**src/rtl/fetch_stage_if.sv**
```systemverilog
// Instruction-memory request/response channel between the fetch stage and imem.
// The master side issues requests and consumes in-order responses.
interface fetch_stage_if #(
   parameter int INST_LEN = 32
);
   logic                imem_req_valid_out;
   logic [31:0]         imem_req_addr_out;
   logic                imem_req_ready_in;
   logic                imem_rsp_valid_in;
   logic [INST_LEN-1:0] imem_rsp_data_in;

   modport master (
      output imem_req_valid_out,
      output imem_req_addr_out,
      input  imem_req_ready_in,
      input  imem_rsp_valid_in,
      input  imem_rsp_data_in
   );

   modport slave (
      input  imem_req_valid_out,
      input  imem_req_addr_out,
      output imem_req_ready_in,
      output imem_rsp_valid_in,
      output imem_rsp_data_in
   );
endinterface

```
**src/rtl/fetch_stage.sv**
```systemverilog
// Instruction fetch stage: credit-limited imem requests, in-order PC tagging,
// a 2-entry instruction queue to decode, and redirect/flush handling.
module fetch_stage #(
   parameter logic [31:0]         RESET_PC = 32'h0000_0000,
   parameter int                  INST_LEN = 32,
   parameter logic [INST_LEN-1:0] NOP_INST = INST_LEN'(32'h0000_0013)
) (
   input  logic                clk,
   input  logic                rst,
   input  logic                stall_dec_in,
   input  logic                branch_taken_in,
   input  logic [31:0]         branch_target_in,
   fetch_stage_if.master       imem,
   output logic [INST_LEN-1:0] inst_fetched_out,
   output logic                inst_valid_out,
   output logic [31:0]         pc_out
);

   localparam logic [1:0] ST_BOOT  = 2'd0;
   localparam logic [1:0] ST_RUN   = 2'd1;
   localparam logic [1:0] ST_FLUSH = 2'd2;

   function automatic logic [31:0] align_word(input logic [31:0] addr);
      return addr & 32'hFFFF_FFFC;
   endfunction

   logic [1:0]          state_r;
   logic [1:0]          state_nxt_s;
   logic [31:0]         fetch_pc_r;
   logic [1:0]          outstanding_r;
   logic [1:0]          outstanding_nxt_s;

   logic [31:0]         tag_pc_r [2];
   logic                tag_rd_r;
   logic                tag_wr_r;

   logic [INST_LEN-1:0] iq_data_r [2];
   logic [31:0]         iq_pc_r [2];
   logic                iq_rd_r;
   logic                iq_wr_r;
   logic [1:0]          iq_cnt_r;

   logic                redirect_s;
   logic                credit_ok_s;
   logic                req_valid_s;
   logic                accept_s;
   logic                rsp_seen_s;
   logic                rsp_keep_s;
   logic                consume_s;

   // Per-cycle event decode; a redirect masks every other queue event.
   always_comb begin
      redirect_s        = rst & branch_taken_in & (state_r != ST_BOOT);
      credit_ok_s       = ({1'b0, outstanding_r} + {1'b0, iq_cnt_r}) < 3'd2;
      req_valid_s       = rst & (state_r == ST_RUN) & ~redirect_s & credit_ok_s;
      accept_s          = req_valid_s & imem.imem_req_ready_in;
      rsp_seen_s        = rst & imem.imem_rsp_valid_in & (outstanding_r != 2'd0)
                          & (state_r != ST_BOOT);
      rsp_keep_s        = rsp_seen_s & (state_r == ST_RUN) & ~redirect_s;
      consume_s         = rst & (iq_cnt_r != 2'd0) & ~stall_dec_in & ~redirect_s;
      outstanding_nxt_s = outstanding_r + {1'b0, accept_s} - {1'b0, rsp_seen_s};
   end

   // Next-state logic; leaving FLUSH waits for every stale response to drain.
   always_comb begin
      state_nxt_s = state_r;
      case (state_r)
         ST_BOOT: begin
            state_nxt_s = ST_RUN;
         end
         ST_RUN: begin
            if (redirect_s && (outstanding_nxt_s != 2'd0)) begin
               state_nxt_s = ST_FLUSH;
            end else begin
               state_nxt_s = ST_RUN;
            end
         end
         ST_FLUSH: begin
            if (outstanding_nxt_s == 2'd0) begin
               state_nxt_s = ST_RUN;
            end else begin
               state_nxt_s = ST_FLUSH;
            end
         end
         default: begin
            state_nxt_s = ST_BOOT;
         end
      endcase
   end

   // Control state, fetch PC and outstanding-request counter.
   always_ff @(posedge clk) begin
      if (!rst) begin
         state_r       <= ST_BOOT;
         fetch_pc_r    <= RESET_PC;
         outstanding_r <= 2'd0;
      end else begin
         state_r       <= state_nxt_s;
         outstanding_r <= outstanding_nxt_s;
         if (state_r == ST_BOOT) begin
            fetch_pc_r <= RESET_PC;
         end else if (redirect_s) begin
            fetch_pc_r <= align_word(branch_target_in);
         end else if (accept_s) begin
            fetch_pc_r <= fetch_pc_r + 32'd4;
         end else begin
            fetch_pc_r <= fetch_pc_r;
         end
      end
   end

   // PC tag queue; tags of requests in flight at a redirect are discarded.
   always_ff @(posedge clk) begin
      if (!rst) begin
         tag_pc_r[0] <= 32'd0;
         tag_pc_r[1] <= 32'd0;
         tag_rd_r    <= 1'b0;
         tag_wr_r    <= 1'b0;
      end else if (redirect_s) begin
         tag_rd_r <= 1'b0;
         tag_wr_r <= 1'b0;
      end else begin
         if (accept_s) begin
            tag_pc_r[tag_wr_r] <= fetch_pc_r;
            tag_wr_r           <= ~tag_wr_r;
         end
         if (rsp_keep_s) begin
            tag_rd_r <= ~tag_rd_r;
         end
      end
   end

   // Instruction queue feeding decode.
   always_ff @(posedge clk) begin
      if (!rst) begin
         iq_data_r[0] <= NOP_INST;
         iq_data_r[1] <= NOP_INST;
         iq_pc_r[0]   <= 32'd0;
         iq_pc_r[1]   <= 32'd0;
         iq_rd_r      <= 1'b0;
         iq_wr_r      <= 1'b0;
         iq_cnt_r     <= 2'd0;
      end else if (redirect_s) begin
         iq_rd_r  <= 1'b0;
         iq_wr_r  <= 1'b0;
         iq_cnt_r <= 2'd0;
      end else begin
         if (rsp_keep_s) begin
            iq_data_r[iq_wr_r] <= imem.imem_rsp_data_in;
            iq_pc_r[iq_wr_r]   <= tag_pc_r[tag_rd_r];
            iq_wr_r            <= ~iq_wr_r;
         end
         if (consume_s) begin
            iq_rd_r <= ~iq_rd_r;
         end
         iq_cnt_r <= iq_cnt_r + {1'b0, rsp_keep_s} - {1'b0, consume_s};
      end
   end

   // Output drive; the queue head is presented combinationally.
   always_comb begin
      imem.imem_req_valid_out = req_valid_s;
      imem.imem_req_addr_out  = fetch_pc_r;
      inst_valid_out          = rst & (iq_cnt_r != 2'd0);
      if (inst_valid_out) begin
         inst_fetched_out = iq_data_r[iq_rd_r];
         pc_out           = iq_pc_r[iq_rd_r];
      end else begin
         inst_fetched_out = NOP_INST;
         pc_out           = 32'd0;
      end
   end

endmodule
```
**src/flat_wrapper.sv**
```systemverilog
// flat-port wrapper written by rule: the top's interface ports become plain ports
module fetch_stage_flat 
#(
   parameter logic [31:0]         RESET_PC = 32'h0000_0000,
   parameter int                  INST_LEN = 32,
   parameter logic [INST_LEN-1:0] NOP_INST = INST_LEN'(32'h0000_0013)
)
  (clk, rst, stall_dec_in, branch_taken_in, branch_target_in, inst_fetched_out, inst_valid_out, pc_out, imem_imem_req_valid_out, imem_imem_req_addr_out, imem_imem_req_ready_in, imem_imem_rsp_valid_in, imem_imem_rsp_data_in);
  fetch_stage_if #(.INST_LEN(INST_LEN)) imem_i ();
  input  logic clk;
  input  logic rst;
  input  logic stall_dec_in;
  input  logic branch_taken_in;
  input  logic [31:0] branch_target_in;
  output logic [INST_LEN-1:0] inst_fetched_out;
  output logic inst_valid_out;
  output logic [31:0] pc_out;
  output wire logic [$bits(imem_i.imem_req_valid_out)-1:0] imem_imem_req_valid_out;
  output wire logic [$bits(imem_i.imem_req_addr_out)-1:0] imem_imem_req_addr_out;
  input wire logic [$bits(imem_i.imem_req_ready_in)-1:0] imem_imem_req_ready_in;
  input wire logic [$bits(imem_i.imem_rsp_valid_in)-1:0] imem_imem_rsp_valid_in;
  input wire logic [$bits(imem_i.imem_rsp_data_in)-1:0] imem_imem_rsp_data_in;
  assign imem_imem_req_valid_out = imem_i.imem_req_valid_out;
  assign imem_imem_req_addr_out = imem_i.imem_req_addr_out;
  assign imem_i.imem_req_ready_in = imem_imem_req_ready_in;
  assign imem_i.imem_rsp_valid_in = imem_imem_rsp_valid_in;
  assign imem_i.imem_rsp_data_in = imem_imem_rsp_data_in;
  fetch_stage #(.RESET_PC(RESET_PC), .INST_LEN(INST_LEN), .NOP_INST(NOP_INST)) u_core (.clk(clk), .rst(rst), .stall_dec_in(stall_dec_in), .branch_taken_in(branch_taken_in), .branch_target_in(branch_target_in), .imem(imem_i), .inst_fetched_out(inst_fetched_out), .inst_valid_out(inst_valid_out), .pc_out(pc_out));
endmodule
```
**config.mk**
```make
export PLATFORM = sky130hd
export DESIGN_NAME = fetch_stage_flat
export DESIGN_NICKNAME = d
export VERILOG_FILES = /design/src/rtl/fetch_stage_if.sv /design/src/rtl/fetch_stage.sv /design/src/flat_wrapper.sv
export SDC_FILE = /design/constraint.sdc
export NUM_CORES = 1
export LEC_CHECK = 0
export ABC_AREA = 1
export ABC_CLOCK_PERIOD_IN_PS = 3150
export BUFFER_PORTS_ARGS = -buffer_cell sky130_fd_sc_hd__buf_2
export CAP_MARGIN = 0
export CELL_PAD_IN_SITES_DETAIL_PLACEMENT = 1
export CELL_PAD_IN_SITES_GLOBAL_PLACEMENT = 1
export CORE_MARGIN = 2
export CORE_UTILIZATION = 38
export CTS_CLUSTER_SIZE = 24
export DETAILED_ROUTE_END_ITERATION = 8
export GPL_ROUTABILITY_DRIVEN = 0
export GPL_TIMING_DRIVEN = 0
export PLACE_DENSITY_LB_ADDON = 0.1
export SLEW_MARGIN = 20
export SYNTH_ARGS = -nofsm -noshare
export SYNTH_HDL_FRONTEND = slang
export SYNTH_SLANG_ARGS = --single-unit
```
**constraint.sdc**
```tcl
create_clock -name clk -period 3.15 [get_ports clk]
set_input_delay 0.4725 -clock clk [delete_from_list [all_inputs] [get_ports clk]]
set_output_delay 0.4725 -clock clk [all_outputs]
set_load 0.05 [all_outputs]
```
== Word-level counts from Yosys, hierarchy flattened ==
Memories as Yosys holds them, arrays and structs flattened. A register that Yosys moved wholly into a read port is not among the register bits.
Index checks and enable logic that the tools add are counted.

* Register bits after elaboration: 42
* Bits in writable memories: 192
* Output and inout port bits: 98
* Logic and storage cells: 87
* Memories: 3

* Add/sub/neg operators: 6
* $lt $le $gt $ge: 1
* Equal/unequal tests: 2
* Mux-type cells: 31
* Bitwise operators: 21
* Reductions and logical operators: 14

{| class="wikitable"
|+ Memories
! memory !! words !! width !! rd ports !! clocked after memory_dff !! wr ports !! RTL line !! text
|-
| u_core.iq_data_r || 2 || 32 || 1 || 1 || 2 || fetch_stage.sv:37 || <nowiki>logic [INST_LEN-1:0] iq_data_r [2];</nowiki>
|-
| u_core.iq_pc_r || 2 || 32 || 1 || 1 || 2 || fetch_stage.sv:38 || <nowiki>logic [31:0] iq_pc_r [2];</nowiki>
|-
| u_core.tag_pc_r || 2 || 32 || 1 || 1 || 2 || fetch_stage.sv:33 || <nowiki>logic [31:0] tag_pc_r [2];</nowiki>
|}

{| class="wikitable"
|+ Operators by type and width
! kind !! count
|-
| $mux W32 || 7
|-
| $reduce_or A32 Y1 || 3
|-
| $add A32 B3 Y32 const B || 1
|-
| $mux W1 || 21
|-
| $and A1 B1 Y1 || 14
|-
| $reduce_bool A2 Y1 || 5
|-
| $not A1 Y1 || 7
|-
| $pmux W2 S3 || 1
|-
| $add A2 B1 Y2 || 2
|-
| $logic_not A2 Y1 || 2
|-
| $mux W2 || 2
|-
| $reduce_or A2 Y1 || 2
|-
| $sub A2 B1 Y2 || 2
|-
| $add A2 B2 Y3 || 1
|-
| $lt A3 B2 Y1 const B || 1
|-
| $reduce_or A3 Y1 || 1
|-
| $eq A2 B1 Y1 const B || 1
|-
| $eq A2 B2 Y1 const B || 1
|-
| $logic_and A1 B1 Y1 || 1
|}

== Logic depth before layout (Yosys ltp) ==
Gate-level depths: netlist of the first run.

* Depth in word-level cells: 12
* Mapped depth: 14
* Mapped depth without buffers: 14

== Worst setup path after synthesis of the first run ==
No wires, ideal clock.

* Kind: input -> register
* From: in rst
* To: mem u_core.iq_data_r[1][0] (enable)
* Arrival time: 2751 ps
* Required time: 2729 ps
* Setup slack: -23 ps
* Stages on the path: 9
* Path buffers: 1
* Path through: inv_1 > nor2_2 > nand2_1 > nor3_4 > inv_2 > nor2_2 > inv_2 > buf_2 > nand2_1

{| class="wikitable"
|+ RTL lines
! what !! RTL line !! text
|-
| start: declaration || flat_wrapper.sv:11 || <nowiki>input logic rst;</nowiki>
|-
| end: declaration || fetch_stage.sv:37 ||
|}

== Worst setup path after layout of the first run ==
* From: in rst
* To: out pc_out[19]

* Longest elaborated chain between the ends: 2

{| class="wikitable"
|+ RTL lines
! what !! RTL line !! text
|-
| $and A1 B1 Y1 || fetch_stage.sv:164 || <nowiki>inst_valid_out = rst & (iq_cnt_r != 2'd0);</nowiki>
|-
| $mux W32 || fetch_stage.sv:165 || <nowiki>if (inst_valid_out) begin</nowiki>
|-
| end: declaration || flat_wrapper.sv:17 || <nowiki>output logic [31:0] pc_out;</nowiki>
|}

Every way passes these cells.

==> impl_results.html, run 1 <==
<table>
<tr><th>Metric</th><th>Value</th></tr>
<tr><th colspan="2">Run status</th></tr>
<tr><td>Result of the run</td><td>completed</td></tr>
<tr><th colspan="2">Pwr</th></tr>
<tr><td>Leakage Power</td><td>0.00575 uW</td></tr>
<tr><td>VDD IR max</td><td>0.316 mV</td></tr>
<tr><td>Power density cells</td><td>533 nW/um^2</td></tr>
<tr><th colspan="2">Setup path</th></tr>
<tr><td>Nature of the critical path endpoint</td><td>output port</td></tr>
<tr><td>Crit path max fanout</td><td>10</td></tr>
<tr><td>Most frequent CP cell</td><td>sky130_fd_sc_hd__buf_2</td></tr>
<tr><td>Data required time of the critical path</td><td>2680 ps</td></tr>
<tr><td>Arrival time reported for the critical path endpoint</td><td>2500 ps</td></tr>
<tr><td>Slowest stage cell, crit path</td><td>sky130_fd_sc_hd__buf_1</td></tr>
<tr><td>Kind of start point of the critical path</td><td>input pin</td></tr>
<tr><td>Setup CP Type</td><td>input pin to output port</td></tr>
<tr><td>Crit path largest cell delay</td><td>~420 ps</td></tr>
<tr><td>Sequence of cells on the critical path</td><td>buf_2 -&gt; buf_2 -&gt; o21ai_0 -&gt; inv_2 -&gt; buf_1 -&gt; nand2_1 -&gt; inv_1 -&gt; buf_2</td></tr>
<tr><th colspan="2">Logic synthesis</th></tr>
<tr><td>Cell type with the highest aggregate area in the netlist</td><td>sky130_fd_sc_hd__edfxtp_1</td></tr>
<tr><td>Portion of synthesized cell area occupied by the leading cell type</td><td>about half</td></tr>
<tr><td>Top cells by area in the synthesized netlist</td><td>sky130_fd_sc_hd__edfxtp_1 51%, sky130_fd_sc_hd__nor2_1 9.4%, sky130_fd_sc_hd__nand2_1 7.9%, sky130_fd_sc_hd__dfxtp_1 7.8%, sky130_fd_sc_hd__mux2_2 6.2%</td></tr>
<tr><td>Mapped Avg Cell Area</td><td>9.36 um^2</td></tr>
<tr><td>Flip-flop and latch count after synthesis</td><td>about 230</td></tr>
<tr><td>Number of flops mapped to enable cells by yosys</td><td>~180</td></tr>
<tr><td>Warnings, synthesis</td><td>0</td></tr>
<tr><td>Primary flip-flop cell chosen by synthesis mapping</td><td>sky130_fd_sc_hd__edfxtp_1</td></tr>
<tr><td>Number of distinct library cells after synthesis</td><td>33</td></tr>
<tr><td>Sequential fraction of the synthesis area</td><td>59.0%</td></tr>
<tr><td>Synthesized cell area</td><td>10800 um^2</td></tr>
<tr><td>Async set or reset register ratio after synthesis</td><td>0%</td></tr>
<tr><td>Synthesized netlist cell count</td><td>1153</td></tr>
<tr><th colspan="2">Placed design</th></tr>
<tr><td>Total cell area at the placement stage</td><td>12100 um^2</td></tr>
<tr><td>Port Buf Inserts</td><td>between 150 and 200</td></tr>
<tr><td>Hpwl dp</td><td>20600 um</td></tr>
<tr><td>Dpl cells</td><td>1696</td></tr>
<tr><th colspan="2">Cells and area</th></tr>
<tr><td>Number of fillers in the final layout</td><td>3298</td></tr>
<tr><td>Finished Layout Cells</td><td>approximately 1700</td></tr>
<tr><td>Final cell utilization of the core</td><td>46.9%</td></tr>
<tr><td>Final net count</td><td>1421</td></tr>
<tr><td>Leading cell types in the layout, fill and taps excluded</td><td>269 x sky130_fd_sc_hd__nor2_1, 223 x sky130_fd_sc_hd__nand2_1, 184 x sky130_fd_sc_hd__buf_2, 184 x sky130_fd_sc_hd__edfxtp_1, 153 x sky130_fd_sc_hd__inv_1</td></tr>
<tr><td>Number of inserted diodes</td><td>0</td></tr>
<tr><td>Most common cell after layout, fill and taps aside</td><td>sky130_fd_sc_hd__nor2_1</td></tr>
<tr><td>Layout cell share with drive strength beyond 1</td><td>22.1%</td></tr>
<tr><td>Final standard cell area without fillers</td><td>13100 um^2</td></tr>
<tr><td>Synthesis-to-finish area growth</td><td>21.0%</td></tr>
<tr><th colspan="2">Clocking</th></tr>
<tr><td>TritonCTS Buffers</td><td>26</td></tr>
<tr><td>TritonCTS clock tree</td><td>done</td></tr>
<tr><td>Clock sink total</td><td>226</td></tr>
<tr><td>Post-CTS Setup Repair Bufs</td><td>0</td></tr>
<tr><td>Buffers from clock root to sink, at most</td><td>3</td></tr>
<tr><td>Clock Pin Slew Worst Setup and Hold Paths</td><td>60 ps</td></tr>
<tr><td>Insertion delay of the later-clocked pin in the worst-skew pair</td><td>530 ps</td></tr>
<tr><td>CTS H-tree depth</td><td>1</td></tr>
<tr><td>CTS Hold Buffers Added</td><td>0</td></tr>
<tr><td>Library cell used as clock root buffer</td><td>sky130_fd_sc_hd__clkbuf_16</td></tr>
<tr><th colspan="2">Detailed routing</th></tr>
<tr><td>Detailed-routing iteration count for the pre-antenna-repair pass</td><td>4</td></tr>
<tr><td>Final Routed Wirelength</td><td>just under 30000 um</td></tr>
<tr><td>Vias per inst</td><td>4.74</td></tr>
<tr><td>Number of DRC markers after the initial detailed-route iteration</td><td>379</td></tr>
<tr><td>Total DRC errors in the routed layout</td><td>0</td></tr>
<tr><td>Number of vias after detailed routing</td><td>8259</td></tr>
<tr><td>Wire length per cell after detailed routing</td><td>16.6 um</td></tr>
<tr><td>Antenna violation net count after detailed routing</td><td>0</td></tr>
<tr><th colspan="2">Timing</th></tr>
<tr><td>Measured slew at the worst slew-check pin</td><td>808 ps</td></tr>
<tr><td>Max Slew Vio Count</td><td>0</td></tr>
<tr><td>Maximum clock frequency</td><td>0.336 GHz</td></tr>
<tr><td>Final number of hold-violating endpoints</td><td>0</td></tr>
<tr><td>Clk_skew</td><td>11.4 ps</td></tr>
<tr><td>Setup tns final</td><td>0 ps</td></tr>
<tr><td>Final critical-path share of the clock period</td><td>approximately 95%</td></tr>
<tr><td>Time the worst path needs with I/O delays and setup</td><td>2980 ps</td></tr>
<tr><td>Headroom to the max-slew limit</td><td>between 40% and 50%</td></tr>
<tr><td>Final setup viols</td><td>0</td></tr>
<tr><td>RSZ-0062 raised after global routing</td><td>yes</td></tr>
<tr><th colspan="2">Die</th></tr>
<tr><td>Core region area</td><td>27900 um^2</td></tr>
<tr><td>FP Rows</td><td>61</td></tr>
<tr><td>Vertical extent of the die</td><td>roughly 170 um</td></tr>
<tr><td>Initial Util</td><td>between 30% and 40%</td></tr>
<tr><td>Total Die Area</td><td>29800 um^2</td></tr>
<tr><td>Horizontal extent of the die</td><td>173 um</td></tr>
<tr><td>Top Ports</td><td>168</td></tr>
<tr><th colspan="2">Global route</th></tr>
<tr><td>Maximum number of pins on one net before global-route repair</td><td>48</td></tr>
<tr><td>Final global-route overflow total</td><td>0</td></tr>
<tr><td>Total routing usage reported by global routing</td><td>19.4%</td></tr>
<tr><td>First-pass GRT wire length</td><td>46100 um</td></tr>
<tr><td>Initial antenna violation count</td><td>0</td></tr>
<tr><td>Number of global-route vias before repair</td><td>between 8000 and 9000</td></tr>
<tr><th colspan="2">Min path</th></tr>
<tr><td>Hold Crit Class</td><td>input pin to flop</td></tr>
<tr><th colspan="2">Job</th></tr>
<tr><td>Number of maximum-capacitance constraint violations</td><td>0</td></tr>
</table>
[sequential cells by signal (all words and copies together), names as in the netlist, named ones only]
register and cells:
u_core.iq_pc_r 60, u_core.iq_data_r 64, u_core.outstanding_r 2, u_core.tag_rd_r 1, u_core.tag_pc_r 60, u_core.iq_wr_r 1
u_core.tag_wr_r 1, u_core.imem.imem_req_addr_out 30, u_core.state_r 2, u_core.iq_rd_r 1, u_core.iq_cnt_r 2
[worst paths after layout]
check	start	to	slack [ps]	cells after the start
setup / recovery	rst	pc_out[19]	170	8
hold / removal	branch_target_in[4]	u_core.imem.imem_req_addr_out[4]$_SDFFE_PP0P_	190	3
setup reg to reg	u_core.state_r[1]$_SDFF_PN0_	u_core.iq_pc_r[0][11]$_SDFFCE_PN0P_	270	8
hold reg to reg	u_core.iq_wr_r$_SDFFE_PP0P_	u_core.iq_wr_r$_SDFFE_PP0P_	470	2
[synthesized netlist by cell type, drive strengths merged, types with 3 or more instances]
master / instances
edfxtp: 184
o211ai: 3
buf: 34
a21oi: 31
o21a: 3
mux2i: 30
nand2: 228
nor3: 6
nand3: 46
ha: 5
o21ai: 18
clkbuf: 22
inv: 157
dfxtp: 42
nor2: 272
mux2: 59
[cells by family after synthesis]
group                    share of synthesized area (%)
buffers and inverters                             7.82
multiplexers                                      8.94
other                                           0.0347
XOR/XNOR                                         0.325
flip-flops                                        59.0
adder cells (fa/ha/maj)                          0.765
AO/OA/AOI/OAI                                     2.87
AND/OR/NAND/NOR                                   20.3
[power breakdown]
| group | switching (uW) | internal [uW] |
|---|---|---|
| clock | 1200 | 1990 |
| sequential | 38.8 | 3320 |
| combinational | 284 | 123 |
| total | 1530 | 5430 |
[timing repair]
item                                    4_1_cts  5_1_grt
endpoints found under the setup margin       30       69
gates resized for setup                       1        3
gates cloned                                  0        0
[worst max-delay path, delay by kind of cell]
family	cells	cell delay, ps
AO/OA/AOI/OAI	1	310
buffers and inverters	6	1520
AND/OR/NAND/NOR	1	180
[metal layers]
metal  GRT usage [%]  up-vias  part of all wire (%)
met2            33.2      189                    47
li1                -     4072                     -
met3            2.55       47                   4.0
met4            6.37        0                   3.0
met5               0        -                     0
met1            25.6     3951                    46
[metrics by stage]
stage	hold WS [ps]	power, uW	setup WS, ps
final	195	6960	173
after global routing	207	7170	-40.5
after CTS	166	7020	14.4
after detailed placement	463	3830	6.85
after global placement	450	3820	-1470
after floorplan	439	3670	4.41
[layout make-up]
| cell class | instances | area, um^2 | share of cell area, % |
|---|---|---|---|
| clock buffer | 33 | 708 | 5.42 |
| tap | 378 | 473 | 3.62 |
| clock inverter | 15 | 194 | 1.49 |
| timing repair buffer | 162 | 848 | 6.50 |
| multi-input combinational | 717 | 3630 | 27.8 |
| inverter | 157 | 589 | 4.51 |
| buffer | 55 | 253 | 1.94 |
| sequential | 226 | 6370 | 48.8 |
Note: power is estimated with default switching activity, not from simulation.
==> run 2, diff against run 1 <==
--- a/config.mk
+++ b/config.mk
@@ -11,12 +11,13 @@
 export CAP_MARGIN = 0
 export CELL_PAD_IN_SITES_DETAIL_PLACEMENT = 1
 export CELL_PAD_IN_SITES_GLOBAL_PLACEMENT = 1
+export CORE_ASPECT_RATIO = 0.9
 export CORE_MARGIN = 2
-export CORE_UTILIZATION = 38
+export CORE_UTILIZATION = 39
 export CTS_CLUSTER_SIZE = 24
 export DETAILED_ROUTE_END_ITERATION = 8
 export GPL_ROUTABILITY_DRIVEN = 0
-export GPL_TIMING_DRIVEN = 0
+export GPL_TIMING_DRIVEN = 1
 export PLACE_DENSITY_LB_ADDON = 0.1
 export SLEW_MARGIN = 20
 export SYNTH_ARGS = -nofsm -noshare
==> impl_results.html, run 2 (synthesis gave the netlist of run 1 again) <==
<table>
<tr><th>Metric</th><th>Value</th></tr>
<tr><th colspan="2">Setup path</th></tr>
<tr><td>Crit path largest cell delay</td><td>410 ps (about the same)</td></tr>
<tr><td>R2R depth</td><td>14 (+6)</td></tr>
<tr><td>Critical path startpoint</td><td>u_core.iq_cnt_r[0]$_SDFF_PP0_</td></tr>
<tr><td>Kind of start point of the critical path</td><td>flop</td></tr>
<tr><td>Crit path max fanout</td><td>7 (-3)</td></tr>
<tr><td>Critical register-to-register path endpoint</td><td>u_core.state_r[0]$_SDFF_PN0_</td></tr>
<tr><td>Worst R2R Setup Slack</td><td>550 ps (+280 ps)</td></tr>
<tr><td>Slowest stage cell, crit path</td><td>sky130_fd_sc_hd__fa_1</td></tr>
<tr><td>Sequence of cells on the critical path</td><td>nand2_1 -&gt; inv_1 -&gt; fa_1 -&gt; nor2_1 -&gt; nand3_1 -&gt; nor2_4 -&gt; buf_4 -&gt; buf_2</td></tr>
<tr><td>Arrival time reported for the critical path endpoint</td><td>2360 ps (-140 ps)</td></tr>
<tr><td>Data required time of the critical path</td><td>2680 ps (about the same)</td></tr>
<tr><td>Setup CP Type</td><td>flop to output port</td></tr>
<tr><td>Crit Reg-Reg Startpoint</td><td>u_core.iq_cnt_r[0]$_SDFF_PP0_</td></tr>
<tr><td>Nature of the critical path endpoint</td><td>output port</td></tr>
<tr><th colspan="2">Cells and area</th></tr>
<tr><td>Leading cell types in the layout, fill and taps excluded</td><td>268 x sky130_fd_sc_hd__nor2_1, 224 x sky130_fd_sc_hd__nand2_1, 184 x sky130_fd_sc_hd__edfxtp_1</td></tr>
<tr><td>Number of inserted diodes</td><td>0 (unchanged)</td></tr>
<tr><td>Max reg flops</td><td>64 (unchanged)</td></tr>
<tr><td>Synthesis-to-finish area growth</td><td>19.0%</td></tr>
<tr><td>Number of fillers in the final layout</td><td>3205 (-2.8%)</td></tr>
<tr><td>Footprint of the multi-input gates</td><td>3610 um^2 (-0.38%)</td></tr>
<tr><td>Layout cell share with drive strength beyond 1</td><td>22.0% (-0.15 points)</td></tr>
<tr><td>Final net count</td><td>1386 (-2.5%)</td></tr>
<tr><td>Finished Layout Cells</td><td>1683 (-3.4%)</td></tr>
<tr><td>Largest registers</td><td>u_core.iq_data_r: 64 flops, u_core.iq_pc_r: 60 flops, u_core.tag_pc_r: 60 flops</td></tr>
<tr><td>Register with the highest flop count</td><td>u_core.iq_data_r</td></tr>
<tr><td>Most common cell after layout, fill and taps aside</td><td>sky130_fd_sc_hd__nor2_1</td></tr>
<tr><td>Storage cell area</td><td>6370 um^2 (about the same)</td></tr>
<tr><th colspan="2">Timing</th></tr>
<tr><td>Worst hold slack</td><td>186 ps (-8.60 ps)</td></tr>
<tr><td>Measured slew at the worst slew-check pin</td><td>698 ps (-110 ps)</td></tr>
<tr><td>Time the worst path needs with I/O delays and setup</td><td>2830 ps (-144 ps)</td></tr>
<tr><td>Final setup viols</td><td>0 (unchanged)</td></tr>
<tr><td>Final critical-path share of the clock period</td><td>89.9% (-4.6 points)</td></tr>
<tr><td>Final number of hold-violating endpoints</td><td>0 (unchanged)</td></tr>
<tr><td>Clk_skew</td><td>12.2 ps (+0.788 ps)</td></tr>
<tr><td>Max Slew Vio Count</td><td>0 (unchanged)</td></tr>
<tr><td>Worst Slack Setup Final</td><td>317 ps (+144 ps)</td></tr>
<tr><td>Maximum clock frequency</td><td>0.353 GHz (+5.1%)</td></tr>
<tr><td>RSZ-0062 raised after global routing</td><td>no</td></tr>
<tr><td>Setup tns final</td><td>0 ps (unchanged)</td></tr>
<tr><td>Headroom to the max-slew limit</td><td>53.5% (+7.3 points)</td></tr>
<tr><th colspan="2">Detailed routing</th></tr>
<tr><td>Routed met1 length</td><td>12900 um (-2.0%)</td></tr>
<tr><td>Number of vias after detailed routing</td><td>8104 (-1.9%)</td></tr>
<tr><td>Vias per inst</td><td>4.82 (+1.6%)</td></tr>
<tr><td>Final Routed Wirelength</td><td>27000 um (-7.0%)</td></tr>
<tr><td>Total length of routed met2 wires</td><td>12300 um (-11%)</td></tr>
<tr><td>Length of routed met3 wiring</td><td>1330 um (+14%)</td></tr>
<tr><td>Total DRC errors in the routed layout</td><td>0 (unchanged)</td></tr>
<tr><td>Topmost layer with routed signal wires</td><td>met4</td></tr>
<tr><td>Antenna violation net count after detailed routing</td><td>0 (unchanged)</td></tr>
<tr><td>Detailed-routing iteration count for the pre-antenna-repair pass</td><td>4 (unchanged)</td></tr>
<tr><td>Number of DRC markers after the initial detailed-route iteration</td><td>363 (-4.2%)</td></tr>
<tr><td>Wire length per cell after detailed routing</td><td>16.0 um (-3.7%)</td></tr>
<tr><th colspan="2">Die</th></tr>
<tr><td>Initial Util</td><td>39.8% (+1.1 points)</td></tr>
<tr><td>Vertical extent of the die</td><td>162 um (-6.2%)</td></tr>
<tr><td>Core region area</td><td>27100 um^2 (-2.7%)</td></tr>
<tr><td>Top Ports</td><td>168 (unchanged)</td></tr>
<tr><td>Horizontal extent of the die</td><td>179 um (+4.0%)</td></tr>
<tr><td>Total Die Area</td><td>29000 um^2 (-2.5%)</td></tr>
<tr><td>FP Rows</td><td>57 (-6.6%)</td></tr>
<tr><th colspan="2">Placed design</th></tr>
<tr><td>Hpwl dp</td><td>18100 um (-12%)</td></tr>
<tr><td>Port Buf Inserts</td><td>161 (+0.63%)</td></tr>
<tr><td>Worst setup slack after placement</td><td>391 ps (+384 ps)</td></tr>
<tr><td>Dpl cells</td><td>1637 (-3.5%)</td></tr>
<tr><th colspan="2">Global route</th></tr>
<tr><td>First-pass GRT wire length</td><td>42700 um (-7.3%)</td></tr>
<tr><td>Initial antenna violation count</td><td>0 (unchanged)</td></tr>
<tr><td>Total routing usage reported by global routing</td><td>18.6% (-0.80 points)</td></tr>
<tr><td>Maximum number of pins on one net before global-route repair</td><td>63 (+31%)</td></tr>
<tr><td>Final global-route overflow total</td><td>0 (unchanged)</td></tr>
<tr><td>Number of global-route vias before repair</td><td>8153 (-6.2%)</td></tr>
<tr><th colspan="2">Clocking</th></tr>
<tr><td>TritonCTS clock tree</td><td>done</td></tr>
<tr><td>Insertion delay of the later-clocked pin in the worst-skew pair</td><td>530 ps (about the same)</td></tr>
<tr><td>Library cell used as clock root buffer</td><td>sky130_fd_sc_hd__clkbuf_16</td></tr>
<tr><td>CTS H-tree depth</td><td>1 (unchanged)</td></tr>
<tr><td>Number of instances resized during post-cts repair</td><td>0 (-1)</td></tr>
<tr><td>TritonCTS Buffers</td><td>25 (-3.8%)</td></tr>
<tr><td>Post-CTS Setup Repair Bufs</td><td>0 (unchanged)</td></tr>
<tr><td>Clock Pin Slew Worst Setup and Hold Paths</td><td>60 ps (about the same)</td></tr>
<tr><td>Buffers from clock root to sink, at most</td><td>3 (unchanged)</td></tr>
<tr><td>CTS Hold Buffers Added</td><td>0 (unchanged)</td></tr>
<tr><td>Clock sink total</td><td>226 (unchanged)</td></tr>
<tr><th colspan="2">Min path</th></tr>
<tr><td>HP Start</td><td>branch_target_in[4]</td></tr>
<tr><td>Hold Crit Endpoint</td><td>u_core.imem.imem_req_addr_out[4]$_SDFFE_PP0P_</td></tr>
<tr><td>Hold Crit Class</td><td>input pin to flop</td></tr>
<tr><td>Cells on Worst Hold Path</td><td>3 (unchanged)</td></tr>
<tr><th colspan="2">Job</th></tr>
<tr><td>Number of maximum-capacitance constraint violations</td><td>0 (unchanged)</td></tr>
<tr><th colspan="2">Pwr</th></tr>
<tr><td>Leakage Power</td><td>0.00567 uW (-1.5%)</td></tr>
<tr><td>VDD IR max</td><td>0.350 mV (+11%)</td></tr>
<tr><td>Power density cells</td><td>518 nW/um^2 (-2.7%)</td></tr>
<tr><th colspan="2">Run status</th></tr>
<tr><td>Result of the run</td><td>completed</td></tr>
</table>
==> run 2: metal layers <==
layer / up-vias / track usage, %
li1: 3998 / -
met1: 3886 / 26.6
met2: 185 / 30.2
met3: 35 / 2.65
met4: 0 / 3.92
met5: - / 0
==> run 2: stage by stage <==
step	util (%)	area (um^2)	power, uW
6_report	47.4	12800	6660
2_1_floorplan	-	10800	3670
4_1_cts	47.4	12800	6730
5_1_grt	47.4	12800	6890
3_3_place_gp	44.4	12000	3820
3_5_place_dp	44.4	12000	3820
==> run 2: worst max path at each step <==
stage	to	slack, ps	depth (start not counted)
3_3_place_gp	u_core.state_r[0]$_SDFF_PN0_	470	15
6_report	imem_imem_req_valid_out	320	8
4_1_cts	imem_imem_req_valid_out	280	8
3_5_place_dp	u_core.state_r[0]$_SDFF_PN0_	390	15
5_1_grt	imem_imem_req_valid_out	150	8
2_1_floorplan	u_core.iq_data_r[0][0]$_SDFFCE_PN1P_	4	7
==> run 2: layout make-up <==
type	count	share of cell area [%]
Inverter	157	4.59
Tap cell	354	3.45
Sequential cell	226	49.6
Clock inverter	15	1.25
Timing Repair Buffer	183	7.95
Clock buffer	31	5.05
Multi-Input combinational cell	717	28.1
==> run 2: worst max-delay path, delay by kind of cell (launching register included) <==
| kind | cells | cell delay, ps |
|---|---|---|
| and+or+nand+nor | 4 | 550 |
| buffers and inverters | 3 | 510 |
| adders and majority gates | 1 | 410 |
| DFF | 1 | 360 |
==> run 2: report_power, final <==
part	total (uW)	internal [uW]	switching [uW]
registers	3360	3320	38.0
clock network	2900	1710	1190
logic	398	123	275
total	6660	5160	1500
==> run 3, diff against run 2 <==
--- a/config.mk
+++ b/config.mk
@@ -19,6 +19,7 @@
 export GPL_ROUTABILITY_DRIVEN = 0
 export GPL_TIMING_DRIVEN = 1
 export PLACE_DENSITY_LB_ADDON = 0.1
+export RECOVER_POWER = 100
 export SLEW_MARGIN = 20
 export SYNTH_ARGS = -nofsm -noshare
 export SYNTH_HDL_FRONTEND = slang
==> impl_results.html, run 3 (synthesis gave the netlist of run 1 again) <==
<table>
<tr><th>Metric</th><th>Value</th></tr>
<tr><th colspan="2">Die</th></tr>
<tr><td>Vertical extent of the die</td><td>162 um (unchanged)</td></tr>
<tr><td>Initial Util</td><td>39.8% (unchanged)</td></tr>
<tr><td>FP Rows</td><td>57 (unchanged)</td></tr>
<tr><td>Total Die Area</td><td>29000 um^2 (unchanged)</td></tr>
<tr><td>Horizontal extent of the die</td><td>179 um (unchanged)</td></tr>
<tr><td>Top Ports</td><td>168 (unchanged)</td></tr>
<tr><td>Core region area</td><td>27100 um^2 (unchanged)</td></tr>
<tr><th colspan="2">Pwr</th></tr>
<tr><td>Power density cells</td><td>522 nW/um^2 (+0.70%)</td></tr>
<tr><td>Share of total power consumed by net switching</td><td>22.6% (+0.049 points)</td></tr>
<tr><td>VDD IR max</td><td>0.350 mV (about the same)</td></tr>
<tr><td>Power dissipated by switching net loads</td><td>1500 uW (+0.18%)</td></tr>
<tr><td>Internal</td><td>5150 uW (-0.10%)</td></tr>
<tr><td>Leakage Power</td><td>0.00546 uW (-3.6%)</td></tr>
<tr><td>Part of the total power dissipated in sequential elements</td><td>50.5% (about the same)</td></tr>
<tr><td>Combinational group share of total power</td><td>5.9% (about the same)</td></tr>
<tr><td>Clock share of power</td><td>43.6% (about the same)</td></tr>
<tr><th colspan="2">Cells and area</th></tr>
<tr><td>Number of inserted diodes</td><td>0 (unchanged)</td></tr>
<tr><td>Final cell utilization of the core</td><td>47.0% (-0.35 points)</td></tr>
<tr><td>Most common cell after layout, fill and taps aside</td><td>sky130_fd_sc_hd__nor2_1</td></tr>
<tr><td>Max reg flops</td><td>64 (unchanged)</td></tr>
<tr><td>Register with the highest flop count</td><td>u_core.iq_data_r</td></tr>
<tr><td>Synthesis-to-finish area growth</td><td>18.1%</td></tr>
<tr><td>Largest registers</td><td>u_core.iq_data_r: 64 flops, u_core.iq_pc_r: 60 flops, u_core.tag_pc_r: 60 flops</td></tr>
<tr><td>Final net count</td><td>1386 (unchanged)</td></tr>
<tr><td>Leading cell types in the layout, fill and taps excluded</td><td>268 x sky130_fd_sc_hd__nor2_1, 227 x sky130_fd_sc_hd__nand2_1, 184 x sky130_fd_sc_hd__edfxtp_1</td></tr>
<tr><td>Layout cell share with drive strength beyond 1</td><td>18.9% (-3.1 points)</td></tr>
<tr><th colspan="2">Timing</th></tr>
<tr><td>Maximum clock frequency</td><td>0.352 GHz (-0.32%)</td></tr>
<tr><td>Final critical-path share of the clock period</td><td>90.2% (+0.29 points)</td></tr>
<tr><td>Time the worst path needs with I/O delays and setup</td><td>2840 ps (+9.12 ps)</td></tr>
<tr><td>Worst Slack Setup Final</td><td>308 ps (-9.12 ps)</td></tr>
<tr><td>Setup tns final</td><td>0 ps (unchanged)</td></tr>
<tr><td>RSZ-0062 raised after global routing</td><td>no</td></tr>
<tr><td>Clk_skew</td><td>11.2 ps (-0.944 ps)</td></tr>
<tr><td>Final number of hold-violating endpoints</td><td>0 (unchanged)</td></tr>
<tr><td>Headroom to the max-slew limit</td><td>23.2% (-30 points)</td></tr>
<tr><td>Measured slew at the worst slew-check pin</td><td>1150 ps (+453 ps)</td></tr>
<tr><td>Max Slew Vio Count</td><td>0 (unchanged)</td></tr>
<tr><td>Final setup viols</td><td>0 (unchanged)</td></tr>
<tr><th colspan="2">Placed design</th></tr>
<tr><td>Worst setup slack after placement</td><td>391 ps (unchanged)</td></tr>
<tr><td>Hpwl dp</td><td>18100 um (unchanged)</td></tr>
<tr><td>Port Buf Inserts</td><td>161 (unchanged)</td></tr>
<tr><th colspan="2">Run status</th></tr>
<tr><td>Result of the run</td><td>completed</td></tr>
<tr><th colspan="2">Job</th></tr>
<tr><td>Number of maximum-capacitance constraint violations</td><td>0 (unchanged)</td></tr>
<tr><th colspan="2">Clocking</th></tr>
<tr><td>Clock sink total</td><td>226 (unchanged)</td></tr>
<tr><td>TritonCTS Buffers</td><td>25 (unchanged)</td></tr>
<tr><td>Insertion delay of the later-clocked pin in the worst-skew pair</td><td>530 ps (about the same)</td></tr>
<tr><td>Post-CTS Setup Repair Bufs</td><td>0 (unchanged)</td></tr>
<tr><td>CTS H-tree depth</td><td>1 (unchanged)</td></tr>
<tr><td>CTS Hold Buffers Added</td><td>0 (unchanged)</td></tr>
<tr><td>Library cell used as clock root buffer</td><td>sky130_fd_sc_hd__clkbuf_16</td></tr>
<tr><td>Number of instances resized during post-cts repair</td><td>0 (unchanged)</td></tr>
<tr><td>Buffers from clock root to sink, at most</td><td>3 (unchanged)</td></tr>
<tr><td>TritonCTS clock tree</td><td>done</td></tr>
<tr><td>Clock Pin Slew Worst Setup and Hold Paths</td><td>60 ps (about the same)</td></tr>
<tr><th colspan="2">Global route</th></tr>
<tr><td>Final global-route overflow total</td><td>0 (unchanged)</td></tr>
<tr><td>Number of global-route vias before repair</td><td>8153 (unchanged)</td></tr>
<tr><td>Maximum number of pins on one net before global-route repair</td><td>63 (unchanged)</td></tr>
<tr><td>First-pass GRT wire length</td><td>42700 um (unchanged)</td></tr>
<tr><td>Total routing usage reported by global routing</td><td>18.6% (unchanged)</td></tr>
<tr><td>Initial antenna violation count</td><td>0 (unchanged)</td></tr>
<tr><th colspan="2">Setup path</th></tr>
<tr><td>Data required time of the critical path</td><td>3310 ps (+630 ps)</td></tr>
<tr><td>Critical path startpoint</td><td>u_core.iq_cnt_r[0]$_SDFF_PP0_</td></tr>
<tr><td>Cell family with the largest share of critical-path delay</td><td>buffers and inverters</td></tr>
<tr><td>Nature of the critical path endpoint</td><td>flop</td></tr>
<tr><td>Crit path largest cell delay</td><td>620 ps (+210 ps)</td></tr>
<tr><td>Arrival time reported for the critical path endpoint</td><td>3000 ps (+640 ps)</td></tr>
<tr><td>Number of buffer and inverter instances along the worst setup path</td><td>3 (unchanged)</td></tr>
<tr><td>Crit Reg-Reg Startpoint</td><td>u_core.iq_cnt_r[0]$_SDFF_PP0_</td></tr>
<tr><td>Setup CP Type</td><td>flop to flop</td></tr>
<tr><td>Most frequent CP cell</td><td>sky130_fd_sc_hd__nand2_1</td></tr>
<tr><td>Sequence of cells on the critical path</td><td>nand2_1 -&gt; inv_1 -&gt; fa_1 -&gt; nor2_1 -&gt; nand3_1 -&gt; nor2_4 -&gt; nand2_1 -&gt; inv_1 -&gt; nand2_1 -&gt; nand2_1 -&gt; clkbuf_2</td></tr>
<tr><td>Crit path max fanout</td><td>30 (+23)</td></tr>
<tr><td>Kind of start point of the critical path</td><td>flop</td></tr>
<tr><td>Slowest stage cell, crit path</td><td>sky130_fd_sc_hd__clkbuf_2</td></tr>
<tr><th colspan="2">Detailed routing</th></tr>
<tr><td>Number of DRC markers after the initial detailed-route iteration</td><td>355 (-2.2%)</td></tr>
<tr><td>Wire length per cell after detailed routing</td><td>16.0 um (about the same)</td></tr>
<tr><td>Total DRC errors in the routed layout</td><td>0 (unchanged)</td></tr>
<tr><td>Number of vias after detailed routing</td><td>8086 (-0.22%)</td></tr>
<tr><td>Vias per inst</td><td>4.80 (-0.22%)</td></tr>
<tr><td>Detailed-routing iteration count for the pre-antenna-repair pass</td><td>4 (unchanged)</td></tr>
<tr><td>Final Routed Wirelength</td><td>27000 um (about the same)</td></tr>
<tr><td>Antenna violation net count after detailed routing</td><td>0 (unchanged)</td></tr>
<tr><th colspan="2">Min path</th></tr>
<tr><td>HP Start</td><td>branch_target_in[4]</td></tr>
<tr><td>Hold Crit Class</td><td>input pin to flop</td></tr>
</table>
[run 3: cell types whose count changed in the layout (fill, tap and decap cells not counted), moves of 3 or more]
cell,before,now
sky130_fd_sc_hd__clkbuf_2,0,68
sky130_fd_sc_hd__buf_2,161,70
sky130_fd_sc_hd__nand2_1,224,227
sky130_fd_sc_hd__clkbuf_1,6,40
sky130_fd_sc_hd__buf_4,18,7
sky130_fd_sc_hd__nand2_2,4,1
[run 3: power by group through the flow]
stage / sequential [uW] / clock (uW) / combinational (uW)
final: 3360 / 2900 / 390
after global routing: 3370 / 3080 / 433
after CTS: 3360 / 2970 / 405
after detailed placement: 3420 / 0 / 402
after global placement: 3420 / 0 / 400
after floorplan: 3440 / 0 / 227
[run 3: area by class of cell]
class                   count  area [um^2]
inverters                 157          589
repair buffers            183          951
clock inverters            15          160
clock buffers              31          648
multi-input cells         717         3590
flip-flops and latches    226         6370
well taps                 354          443
fillers                  3223        14400
[run 3: worst reg2reg max path, delay by kind of cell, from the launching register on]
family	cells	cell delay, ps
buffers and inverters	3	910
AND/OR/NAND/NOR	7	760
adder cells (fa/ha/maj)	1	410
flip-flops	1	360
[run 3: path summary, 6_finish.rpt]
| path | endpoint | slack (ps) | cells after the start |
|---|---|---|---|
| max | u_core.tag_pc_r[0][27]$_SDFFCE_PN0P_ | 310 | 11 |
| min | u_core.imem.imem_req_addr_out[4]$_SDFFE_PP0P_ | 190 | 3 |
| max reg2reg | u_core.tag_pc_r[0][27]$_SDFFCE_PN0P_ | 310 | 11 |
| min reg2reg | u_core.iq_wr_r$_SDFFE_PP0P_ | 460 | 2 |
[run 3: per-stage QoR]
stage               hold WS, ps  total power (uW)  cells  cell area [um^2]
CTS                         165              6730   1683             12800
floorplan                   439              3670   1156             10800
finish                      186              6650   1683             12700
global placement            449              3820   1637             12000
global route                208              6880   1683             12700
detailed placement          459              3820   1637             12000
[run 3: layer usage]
layer / up-vias / global-route usage [%] / part of all wire (%)
met3: 35 / 2.65 / 4.7
met1: 3873 / 26.6 / 48
met2: 182 / 30.2 / 45
li1: 3996 / - / -
met4: 0 / 3.92 / 1.6
met5: - / 0 / 0
